<file path="config.mk">
export PLATFORM = sky130hd
export DESIGN_NAME = dmem_arbiter
export DESIGN_NICKNAME = d
export VERILOG_FILES = /design/src/rtl/dmem_arbiter.sv
export SDC_FILE = /design/constraint.sdc
export NUM_CORES = 1
export LEC_CHECK = 0
export CORE_AREA = 2 2 121 123
export CTS_CLUSTER_DIAMETER = 60
export DETAILED_ROUTE_END_ITERATION = 10
export DIE_AREA = 0 0 123 125
export GPL_ROUTABILITY_DRIVEN = 0
export PLACE_DENSITY = 0.48
export SLEW_MARGIN = 5
export SYNTH_ARGS = -nofsm -noshare
export SYNTH_HDL_FRONTEND = slang
export SYNTH_SLANG_ARGS = --single-unit
</file>
<file path="constraint.sdc">
create_clock -name clk -period 4.5 [get_ports clk]
set_input_delay 0.9 -clock clk [delete_from_list [all_inputs] [get_ports clk]]
set_output_delay 0.9 -clock clk [all_outputs]
set_load 0.05 [all_outputs]
</file>
<file path="src/rtl/dmem_arbiter.sv">
// Two-port data-memory arbiter: the CPU has priority, and the external loader/debug port
// takes the slot once it has waited STARVE_LIMIT consecutive cycles. Read data returns 1 cycle later.
module dmem_arbiter #(
  parameter int unsigned STARVE_LIMIT = 4
) (
  input  logic        clk,
  input  logic        rst,
  input  logic        cpu_req,
  input  logic [3:0]  cpu_we,
  input  logic [31:0] cpu_addr,
  input  logic [31:0] cpu_wdata,
  output logic        cpu_gnt,
  output logic        cpu_rvalid,
  output logic [31:0] cpu_rdata,
  input  logic        ext_req,
  input  logic [3:0]  ext_we,
  input  logic [31:0] ext_addr,
  input  logic [31:0] ext_wdata,
  output logic        ext_gnt,
  output logic        ext_rvalid,
  output logic [31:0] ext_rdata,
  output logic        mem_en,
  output logic [3:0]  mem_we,
  output logic [31:0] mem_addr,
  output logic [31:0] mem_wdata,
  input  logic [31:0] mem_rdata
);

  typedef enum logic {OWN_CPU = 1'b0, OWN_EXT = 1'b1} owner_t;

  typedef struct packed {
    logic [3:0]  we;
    logic [31:0] addr;
    logic [31:0] wdata;
  } req_t;

  localparam logic [3:0] LIMIT = 4'(STARVE_LIMIT);

  logic [3:0] starve_cnt;
  logic       rd_pending;
  owner_t     rd_owner;
  logic       cpu_win, ext_win;
  req_t       sel;

  // Grants are gated by rst so nothing reaches memory while in reset.
  always_comb begin
    ext_win   = ext_req && (!cpu_req || (starve_cnt == LIMIT));
    cpu_win   = cpu_req && !ext_win;
    cpu_gnt   = cpu_win && !rst;
    ext_gnt   = ext_win && !rst;
    sel       = '0;
    if (ext_gnt)
      sel = '{we: ext_we, addr: ext_addr, wdata: ext_wdata};
    else if (cpu_gnt)
      sel = '{we: cpu_we, addr: cpu_addr, wdata: cpu_wdata};
    mem_en    = cpu_gnt || ext_gnt;
    mem_we    = sel.we;
    mem_addr  = sel.addr;
    mem_wdata = sel.wdata;
  end

  always_ff @(posedge clk) begin
    if (rst) begin
      starve_cnt <= '0;
      rd_pending <= 1'b0;
      rd_owner   <= OWN_CPU;
    end else begin
      if (!ext_req || ext_gnt)
        starve_cnt <= '0;
      else if (starve_cnt != LIMIT)
        starve_cnt <= starve_cnt + 4'd1;
      rd_pending <= mem_en && (sel.we == 4'b0000);
      if (mem_en && (sel.we == 4'b0000))
        rd_owner <= ext_gnt ? OWN_EXT : OWN_CPU;
    end
  end

  // A reset in the cycle after a granted read drops that read's response.
  assign cpu_rvalid = !rst && rd_pending && (rd_owner == OWN_CPU);
  assign ext_rvalid = !rst && rd_pending && (rd_owner == OWN_EXT);
  assign cpu_rdata  = cpu_rvalid ? mem_rdata : 32'd0;
  assign ext_rdata  = ext_rvalid ? mem_rdata : 32'd0;

endmodule

</file>
==> impl_metrics.yaml <==
sta:
  min_period_over_period: 0.926
  maxSlewHeadroom: 0.595
  finalCriticalPeriod_ps: 4170
  holdWs_ps: 460
  maxSlewViolCount: 0
  grt_setup_unrepaired: "no"
  setup_violations: 0
  fin_worst_skew_ps: 0.576
  max_freq_mhz: 240
  final_hold_viol_count: 0
  worst_slew_pin_slew_ps: 607
  finalWorstSetupSlack_ps: 333
  setup-tns-final_ps: 0
worst_setup_path:
  slowest_stage: "clkdlybuf4s50_1"
  worstSetupStartpointType: "primary input"
  r2r_start: "starve_cnt[0]"
  r2r-end: "starve_cnt[2]"
  critPathMaxStageDelay_ps: 610
  reg2reg_depth: 5
  path_class: "in2out"
  cp.arrival_ps: 3270
  required_ps: 3600
  cp-end-kind: "output port"
  worstPathCellList: "clkdlybuf4s50_1 -> inv_1 -> a211oi_4 -> buf_4 -> a22o_1 -> buf_12"
  r2r_setup_slack_ps: 3000
  cp_max_fo: 58
  crit_start: "cpu_req"
  cp_num_buf_inv: 4
  crit_family: "buffers and inverters"
cells_and_area:
  postLayoutCoreUtil: 0.350
  diodes: 0
  drive_gt1_frac: 0.162
  area_growth_pct: 246
  num-nets-final: 664
synth:
  synthCells: 193
  syn-cell-area_um2: 1440
  postSynthAreaPerCell_um2: 7.45
  ys_types: 28
  yosys_warnings: 0
  synthMostInstantiatedCell: "a22o_1"
  synth_edf_count: 0
  synth_common_cells: "68 x a22o_1, 64 x and2_1, 11 x clkbuf_1, 7 x buf_2"
  synthArstFlopShare: 0
  synth_nets: 367
  ys_seq_area_frac: 0.0836
  synthFlopType: "dfxtp_1"
  synth-seq-cells: 6
  netlist.area_leader.share: 0.414
  synth_top_area_cell: "a22o_1"
  synth_area_leaders: "a22o_1 41%, and2_1 28%, dfxtp_1 8.4%"
die:
  core_um2: 14200
  num_rows: 44
  die_area_um2: 15400
  dieWidth_um: 123
  start_util: 0.101
  die_h_um: 125
  ios: 309
global_route:
  grtUsageTotal: 0.130
  grt_max_degree: 59
  grt_pass1_vias: 2732
  grt_overflow_total: 0
  grt_pass1_wl_mm: 15.3
  antenna_found_initial: 0
cts:
  clk_path_buf_depth: 2
  path_clk_slew_ps: 30
  cts.sinks: 6
  cts-root-buf: "clkbuf_16"
  htree_levels: 1
  cts_resized: 0
  cts_buffers: 3
  cts_tree: "done"
  cts-hold-fix-buffers: 0
  insertion_delay_ps: 230
  postCtsSetupRepairBufs: 0
pwr:
  ir_drop_v: 0.0000811
  leakage_nw: 2.03
  powerDensity_nw_per_um2: 138
placed_design:
  io_buffers: 308
  hpwl_mm: 9.80
  place_ws_ps: 353
min_path:
  hold_class: "reg2reg"
  worstHoldPathCells: 1
  worstHoldStart: "starve_cnt[0]"
  worstHoldEndpoint: "starve_cnt[0]"
route:
  ant_nets: 0
  wl_per_cell_um: 16.4
  drc_errors: 0
  drt_first_pass_iters: 4
  first_iter_violations: 29
  vias_per_cell: 4.01
  vias: 2692
  wirelength_mm: 11.0
run_status:
  status: "finished clean"
run:
  maxCapViolations: 0
-- report_power, final --
part,leakage [nW],total (mW),switching (mW),internal (mW)
Sequential,0.0485,0.0549,0.000572,0.0544
Combinational,1.94,0.490,0.236,0.253
Clock,0.0370,0.141,0.0271,0.114
-- cells by family (layout without fill, tap and decap cells) --
| family | count (synthesis) | in the layout | share of synthesized area |
|---|---|---|---|
| compound gates | 78 | 78 | 0.467 |
| xor+xnor | 1 | 1 | 0.00609 |
| fa+ha+maj | 2 | 2 | 0.0174 |
| buf+inv | 26 | 321 | 0.0818 |
| flops | 6 | 6 | 0.0836 |
| mux | 1 | 1 | 0.00696 |
| simple gates | 79 | 79 | 0.337 |
-- sequential cells by signal, summed over array words and instances, names as in the netlist --
register,cells
starve_cnt,4
rd_owner,1
rd_pending,1
-- how the worst max path moves through the flow --
stage | to | slack, ps | depth (start not counted)
6_report | mem_addr[26] | 330 | 6
5_1_grt | mem_wdata[30] | 170 | 6
4_1_cts | mem_wdata[30] | 350 | 6
3_5_place_dp | mem_wdata[30] | 350 | 6
3_3_place_gp | mem_addr[26] | 370 | 6
2_1_floorplan | mem_addr[26] | 1160 | 4
-- cell type report --
type                    count  area, µm²
repair buffers            312       3300
multi-input cells         161       1220
fillers                  1438       9230
well taps                 184        230
inverters                   6       22.5
clock buffers               3       75.1
flip-flops and latches      6        120
-- metal layers --
metal  GRT usage  routed length [µm]
met1       0.117                3480
met5           0                   0
met2       0.270                6040
met4      0.0287                 149
met3      0.0406                1320
-- per-stage QoR --
step                      power (mW)  instances  cell area (µm²)
after CTS                      0.694        672             4970
after global routing           0.711        672             4970
after global placement         0.548        669             4900
after detailed placement       0.550        669             4900
after floorplan                0.262        193             1440
final                          0.686        672             4970
-- layout by cell type, fill, tap and decap left out, drive strengths merged, types with 2 or more instances in the layout --
cell type      Yosys  layout
a211oi             3       3
a21oi              3       3
a22o              68      68
and2              64      64
buf                9      73
clkbuf            11       3
clkdlybuf4s50      0     239
dfxtp              6       6
ha                 2       2
inv                6       6
nor2               6       6
o211ai             2       2
No activity file was read; power rests on OpenSTA's default activity.
